`src/rtl/calc_req_driver.sv`:
```
// Request driver for one calc1 port: buffers whole operations in a small FIFO,
// serialises each onto the two-cycle port protocol and returns the response or a timeout.
module calc_req_driver #(
  parameter int DEPTH          = 4,
  parameter int TIMEOUT_CYCLES = 64
) (
  input  logic        c_clk,
  input  logic        reset,
  input  logic        in_valid,
  output logic        in_ready,
  input  logic [3:0]  in_cmd,
  input  logic [31:0] in_op1,
  input  logic [31:0] in_op2,
  output logic [3:0]  req_cmd_out,
  output logic [31:0] req_data_out,
  input  logic [1:0]  resp_in,
  input  logic [31:0] resp_data_in,
  output logic        res_valid,
  input  logic        res_ready,
  output logic [1:0]  res_resp,
  output logic [31:0] res_data,
  output logic        res_timeout,
  output logic        busy,
  output logic [7:0]  stray_cnt
);

  localparam int AW = $clog2(DEPTH);

  typedef enum logic [2:0] {ST_IDLE, ST_SEND1, ST_SEND2, ST_WAIT, ST_HOLD} state_t;

  state_t      state;
  logic [67:0] mem [DEPTH];
  logic [AW:0] wr_ptr, rd_ptr, wr_ptr_nx, rd_ptr_nx;
  logic        fifo_empty, fifo_full, push, pop;
  logic        state_busy_nx, busy_nx;
  logic [31:0] op2_reg;
  logic [7:0]  tmo_cnt;

  // The extra pointer bit separates the full and empty cases.
  assign fifo_empty = (wr_ptr == rd_ptr);
  assign fifo_full  = (wr_ptr[AW] != rd_ptr[AW]) && (wr_ptr[AW-1:0] == rd_ptr[AW-1:0]);
  assign in_ready   = !fifo_full;
  assign push       = in_valid && in_ready && (in_cmd != 4'd0);
  assign pop        = (state == ST_IDLE) && !fifo_empty;
  assign wr_ptr_nx  = wr_ptr + (AW+1)'(push);
  assign rd_ptr_nx  = rd_ptr + (AW+1)'(pop);

  always_comb begin
    state_busy_nx = 1'b1;
    if (state == ST_IDLE)
      state_busy_nx = pop;
    else if (state == ST_HOLD)
      state_busy_nx = !res_ready;
    busy_nx = state_busy_nx || (wr_ptr_nx != rd_ptr_nx);
  end

  always_ff @(posedge c_clk) begin
    if (push)
      mem[wr_ptr[AW-1:0]] <= {in_cmd, in_op1, in_op2};
  end

  always_ff @(posedge c_clk or negedge reset) begin
    if (!reset) begin
      wr_ptr <= '0;
      rd_ptr <= '0;
    end else begin
      wr_ptr <= wr_ptr_nx;
      rd_ptr <= rd_ptr_nx;
    end
  end

  always_ff @(posedge c_clk or negedge reset) begin
    if (!reset) begin
      state        <= ST_IDLE;
      op2_reg      <= '0;
      tmo_cnt      <= '0;
      stray_cnt    <= '0;
      req_cmd_out  <= '0;
      req_data_out <= '0;
      res_valid    <= 1'b0;
      res_resp     <= '0;
      res_data     <= '0;
      res_timeout  <= 1'b0;
      busy         <= 1'b0;
    end else begin
      busy <= busy_nx;
      if ((state != ST_WAIT) && (resp_in != 2'd0) && (stray_cnt != 8'hFF))
        stray_cnt <= stray_cnt + 8'd1;
      case (state)
        ST_IDLE: begin
          if (pop) begin
            // Port outputs are loaded on entry so they line up with SEND1.
            req_cmd_out  <= mem[rd_ptr[AW-1:0]][67:64];
            req_data_out <= mem[rd_ptr[AW-1:0]][63:32];
            op2_reg      <= mem[rd_ptr[AW-1:0]][31:0];
            state        <= ST_SEND1;
          end
        end
        ST_SEND1: begin
          req_cmd_out  <= 4'd0;
          req_data_out <= op2_reg;
          state        <= ST_SEND2;
        end
        ST_SEND2: begin
          req_data_out <= '0;
          tmo_cnt      <= '0;
          state        <= ST_WAIT;
        end
        ST_WAIT: begin
          if (resp_in != 2'd0) begin
            res_resp    <= resp_in;
            res_data    <= resp_data_in;
            res_timeout <= 1'b0;
            res_valid   <= 1'b1;
            state       <= ST_HOLD;
          end else if (tmo_cnt == 8'(TIMEOUT_CYCLES)) begin
            res_resp    <= '0;
            res_data    <= '0;
            res_timeout <= 1'b1;
            res_valid   <= 1'b1;
            state       <= ST_HOLD;
          end else begin
            tmo_cnt <= tmo_cnt + 8'd1;
          end
        end
        ST_HOLD: begin
          if (res_ready) begin
            res_valid <= 1'b0;
            state     <= ST_IDLE;
          end
        end
        default: state <= ST_IDLE;
      endcase
    end
  end

endmodule

```
`config.mk`:
```
export PLATFORM = sky130hd
export DESIGN_NAME = calc_req_driver
export DESIGN_NICKNAME = d
export VERILOG_FILES = /design/src/rtl/calc_req_driver.sv
export SDC_FILE = /design/constraint.sdc
export NUM_CORES = 1
export LEC_CHECK = 0
export BUFFER_PORTS_ARGS = -buffer_cell sky130_fd_sc_hd__buf_2
export CELL_PAD_IN_SITES_DETAIL_PLACEMENT = 1
export CELL_PAD_IN_SITES_GLOBAL_PLACEMENT = 1
export CORE_MARGIN = 10
export CORE_UTILIZATION = 53
export DETAILED_ROUTE_END_ITERATION = 7
export HOLD_SLACK_MARGIN = 0.08
export PLACE_DENSITY_LB_ADDON = 0.1
export SLEW_MARGIN = 10
export SYNTH_ARGS = -nofsm -noshare
export SYNTH_HDL_FRONTEND = slang
export SYNTH_SLANG_ARGS = --single-unit
```
`constraint.sdc`:
```
create_clock -name c_clk -period 11.5 [get_ports c_clk]
set_input_delay 0.575 -clock c_clk [delete_from_list [all_inputs] [get_ports c_clk]]
set_output_delay 0.575 -clock c_clk [all_outputs]
set_load 0.01 [all_outputs]
```
Yosys cells after proc, flatten, opt, wreduce, memory -nomap -nowiden
Memory sizes are Yosys's and may differ from the RTL's.
Cells that the tools add are included.
- memory bits (writable): 272
- output and inout bits: 82
- latch bits: 0
- word-level logic and storage cells: 84
- input bits: 106
- register bits: 130
- memories kept: 1
- memory bits (read-only): 0
- shift operators: 0
- order comparisons: 0
- multiplexer cells: 25
- $add $sub $neg: 4
- reduce and logical (&&, ||, !) cells: 25
- equal/unequal tests: 16
- multipliers: 0
- divide/modulo/power cells: 0
- bitwise gates (word level): 0
- memories (memory ; depth ; width ; rd ports ; clocked after Yosys merged registers in ; write ports ; line ; text):
    mem ; 4 ; 68 ; 1 ; 0 ; 1 ; 32 ; logic [67:0] mem [DEPTH];
- operator list (kind ; count):
    32-bit two-way mux ; 3
    32-bit case mux with 3 select lines ; 1
    8-bit by 1-bit adder with 8-bit output, second input constant ; 2
    8-bit two-way mux ; 2
    8-bit case mux with 2 select lines ; 1
    3-bit case mux with 5 select lines ; 1
    3-bit two-way mux ; 4
    2-bit nonzero test ; 5
    3-bit AND reduction ; 3
    8-bit by 7-bit equality test with 1-bit output, second input constant ; 1
    1-bit two-way mux ; 8
    2-bit inequality test, second input constant ; 4
    8-bit inequality test, second input constant ; 1
    4-bit case mux with 2 select lines ; 1
    2-bit AND reduction ; 4
    3-bit by 1-bit adder with 3-bit output ; 2
    3-bit by 2-bit equality test with 1-bit output, second input constant ; 2
    1-bit logical AND ; 6
    2-bit two-way mux ; 2
    4-bit two-way mux ; 1
    4-bit nonzero test ; 1
    3-bit by 1-bit equality test with 1-bit output, second input constant ; 1
    3-bit equality test ; 1
    3-bit equality test, second input constant ; 1
    other kinds (10) ; 12

Depth between registers and ports, before layout
- depth in word-level cells: 8
- gate-level depth with buffers: 12
- gate-level depth less buffers: 9

Least setup slack after synthesis
Ideal clock, no wire load.
- path type: reg-to-reg
- from: reg rd_ptr[0]
- to: mem mem[0][0] (enable)
- setup time: 0.592 ns
- cell stages (with the launch flop): 5
- arrival: 5.971 ns
- setup slack: 4.937 ns
- data required time: 10.908 ns
- period minus slack after synthesis: 6.563 ns
- path buffers: 1
- cells stage by stage: dfrtp_1 -> buf_2 -> xnor2_2 -> a31oi_1 -> nor3b_1
- word-level cells in the longest chain between the ends: 7
- RTL lines (what ; line ; text):
    from (decl) ; 33 ; logic [AW:0] wr_ptr, rd_ptr, wr_ptr_nx, rd_ptr_nx;
    from (signal assigned) ; 68 ; rd_ptr <= rd_ptr_nx;
    2-bit equality test ; 41 ; assign fifo_full = (wr_ptr[AW] != rd_ptr[AW]) && (wr_ptr[AW-1:0] == rd_ptr[AW-1:0]);
    1-bit logical AND ; 41 ;
    1-bit logical NOT ; 42 ; assign in_ready = !fifo_full;
    1-bit logical AND (2 in series) ; 43 ; assign push = in_valid && in_ready && (in_cmd != 4'd0);
    1-bit two-way mux ; 58 ; if (push)
    1-bit two-way mux (implied by the code) ; 59 ; mem[wr_ptr[AW-1:0]] <= {in_cmd, in_op1, in_op2};
    to (decl) ; 32 ;
No other way between the ends.

Worst setup path after layout
- from: reg rd_ptr[0]
- to: mem mem[0][13] (enable)
The elaborated chain is that of the path after synthesis.

==> flow_metrics.env <==
export IMPL_outcome="finished clean"
export IMPL_cts_inserted_buffers=42
export IMPL_post_route_period_util=0.2941
export IMPL_setup_violations=0
export IMPL_ios=188
export IMPL_dp_hpwl_um=20860
export IMPL_synth_top_flop_cell="edfxtp_1"
export IMPL_cts_tree="yes"
export IMPL_cap_viol_max_count=0
export IMPL_worstSetupEndpointType="flop"
export IMPL_holdWs_ps=50.37
export IMPL_clk_pin_slew_worst_paths_ps=60
export IMPL_wl_per_cell_um=25.35
export IMPL_postRouteAntennaNets=0
export IMPL_nNetsFinal=1112
export IMPL_syn_area_per_cell_um2=19.16
export IMPL_vdd_drop_max_v=0.0001790
export IMPL_via_per_inst=5.810
export IMPL_finClkSkew_ps=12.70
export IMPL_drc=0
export IMPL_synth_nets=914
export IMPL_grt_overflow=0
export IMPL_die_y_um=190.2
export IMPL_hold_viol=0
export IMPL_max_freq_mhz=295.7
export IMPL_fin_util=0.6341
export IMPL_syn_to_final_growth_pct=18.28
export IMPL_post_cts_setup_buffers=0
export IMPL_grt_use_total=0.1988
export IMPL_post_cts_resized=0
export IMPL_core_area_mm2=0.02863
export IMPL_yosysSeqAreaShare=0.7443
export IMPL_grt_pass1_wl_um=55780
export IMPL_crit_fanout=61
export IMPL_synth_edf_count=272
export IMPL_antenna_found_initial=0
export IMPL_worst_slew_pin_slew_ps=1109
export IMPL_drt_pass1_iterations=4
export IMPL_syn_inst=801
export IMPL_finalPower_mw=5.556
export IMPL_cts_sinks=402
export IMPL_diodes=0
export IMPL_critPathRequiredTime_ps=11650
export IMPL_reg2reg_from="rd_ptr[0]"
export IMPL_drive_above_1_share=0.3717
export IMPL_min_path_type="input pin to async pin"
export IMPL_p_leak_nw=6.934
export IMPL_dr_first_iter_drc_count=507
export IMPL_htree_levels=2
export IMPL_finalCriticalPeriod_ps=3382
export IMPL_die_w_um=190.2
export IMPL_hold_buffers=0
export IMPL_pwr_density_cell_mw_per_mm2=306.1
export IMPL_cts_root_buf="clkbuf_16"
export IMPL_drv_slew=0
export IMPL_arrival_ps=3530
export IMPL_largest_reg_flops=272
export IMPL_synth_top_area_share=0.5323
export IMPL_synth_largest_area_cell="edfxtp_1"
export IMPL_io_buffers=187
export IMPL_reg2reg_depth=4
export IMPL_totalWireLength_um=35930
export IMPL_synthTopCellsByArea="edfxtp_1 (53%), dfrtp_1 (21%), mux4_2 (10%)"
export IMPL_async_reset_ff_frac=0.3234
export IMPL_gp_congestion=0.7346
export IMPL_cts_path_max_buffers=3
export IMPL_tns_ps=0
export IMPL_r2r_end="mem[0][13]"
export IMPL_initial_core_util=0.5361
export IMPL_rsz0062_at_grt="false"
export IMPL_maxSlewHeadroom=0.2607
export IMPL_criticalPathCategory="flop to flop"
export IMPL_worstSetupStartpointType="flop"
export IMPL_grt_start_max_net_pins=71
export IMPL_ys_warnings_count=0
export IMPL_vias=8233
export IMPL_synth_distinct_cells=44
export IMPL_syn_area_mm2=0.01534
export IMPL_synth_seq_cells=402
export IMPL_rrSetupSlack_ps=8120
export IMPL_fp_row_count=62
export IMPL_die_area_mm2=0.03616
export IMPL_clock_latency_ps=540
export IMPL_grt_pass1_vias=9157
[layer usage]
metal / global-route usage / share of wire / up-vias
met5: 0 / 0 / -
met2: 0.3381 / 0.50 / 284
met4: 0.04573 / 0.016 / 0
met3: 0.04028 / 0.063 / 43
met1: 0.2597 / 0.42 / 4314
li1: - / - / 3592
[cells in the final DEF, fill, tap and decap left out, types with 2 or more instances in the layout]
cell       count
nand3_1        8
inv_1          4
clkbuf_16     43
a21oi_1       38
a21o_1         2
a22oi_1       32
nand4_1        5
ha_1           7
clkinv_2       9
o21ai_0       10
dfrtp_4        2
edfxtp_1     272
buf_4         11
xor2_1         7
buf_2        186
xnor2_2        2
mux2_2        10
dfrtp_1      128
and3_1         5
xnor2_1        8
nand2b_1       2
clkinv_1      10
bufinv_16      8
mux2i_1        3
nand2_1       17
clkbuf_1       2
nand3b_1       2
mux4_2        68
a22o_1        35
nor2_1        41
o41ai_1        2
mux2_4        26
clkbuf_8       2
[worst max path at each step]
stage,startpoint,slack [ps],to
floorplan,rd_ptr[0],4940,mem[0][0]
global placement,rd_ptr[0],8260,mem[0][23]
detailed placement,rd_ptr[0],8170,mem[0][23]
CTS,rd_ptr[0],8080,mem[0][3]
global route,rd_ptr[0],7830,mem[0][57]
finish,rd_ptr[0],8120,mem[0][13]
[logic make-up (layout without fill, tap and decap cells)]
family,Yosys count,after routing,share of synthesized area
XOR/XNOR,17,17,0.01068
multiplexers,107,107,0.1345
buffers and inverters,48,280,0.01631
flip-flops,402,402,0.7443
AO/OA/AOI/OAI,126,126,0.05895
adder cells (fa/ha/maj),7,7,0.005708
AND/OR/NAND/NOR,94,94,0.02952
[synth_stat cells (2+ instances only)]
master	n
mux2i_1	3
clkbuf_1	20
mux2_4	26
and3b_1	2
xor2_1	7
xnor2_2	2
nand3_1	8
dfrtp_1	130
inv_1	4
o21ai_0	10
buf_6	6
mux4_2	68
a22o_1	35
nor2_1	43
a22oi_1	32
a21o_1	2
nand3b_1	2
mux2_2	10
and3_1	6
o41ai_1	2
a21oi_1	38
nand2_1	17
buf_2	17
ha_1	7
xnor2_1	8
nand4_1	5
edfxtp_1	272
nand2b_1	3
[critical path: stages, from the launching register on]
cell     delay [ps]
dfrtp_4         760
xnor2_2         200
a31oi_1         440
nor3b_2         660
buf_4           860
[area by class of cell]
type,count,area [µm²]
well taps,384,480.5
clock buffers,47,1111
fillers,2505,10480
multi-input cells,351,3719
repair buffers,198,1025
clock inverters,31,371.6
flip-flops and latches,402,11430
inverters,4,15.01
[report_power, final]
| group | internal, mW | switching (mW) |
|---|---|---|
| logic | 0.819 | 1.00 |
| registers | 2.03 | 0.261 |
| clock network | 0.880 | 0.560 |
| total | 3.73 | 1.83 |
[through the flow]
step / instances / setup WS (ps) / area (µm²)
2_1_floorplan: 801 / 4937 / 15340
3_3_place_gp: 1339 / 8259 / 16670
3_5_place_dp: 1339 / 8170 / 16670
4_1_cts: 1417 / 8078 / 18150
5_1_grt: 1417 / 7829 / 18150
6_report: 1417 / 8118 / 18150
(Power assumes the default switching activity.)
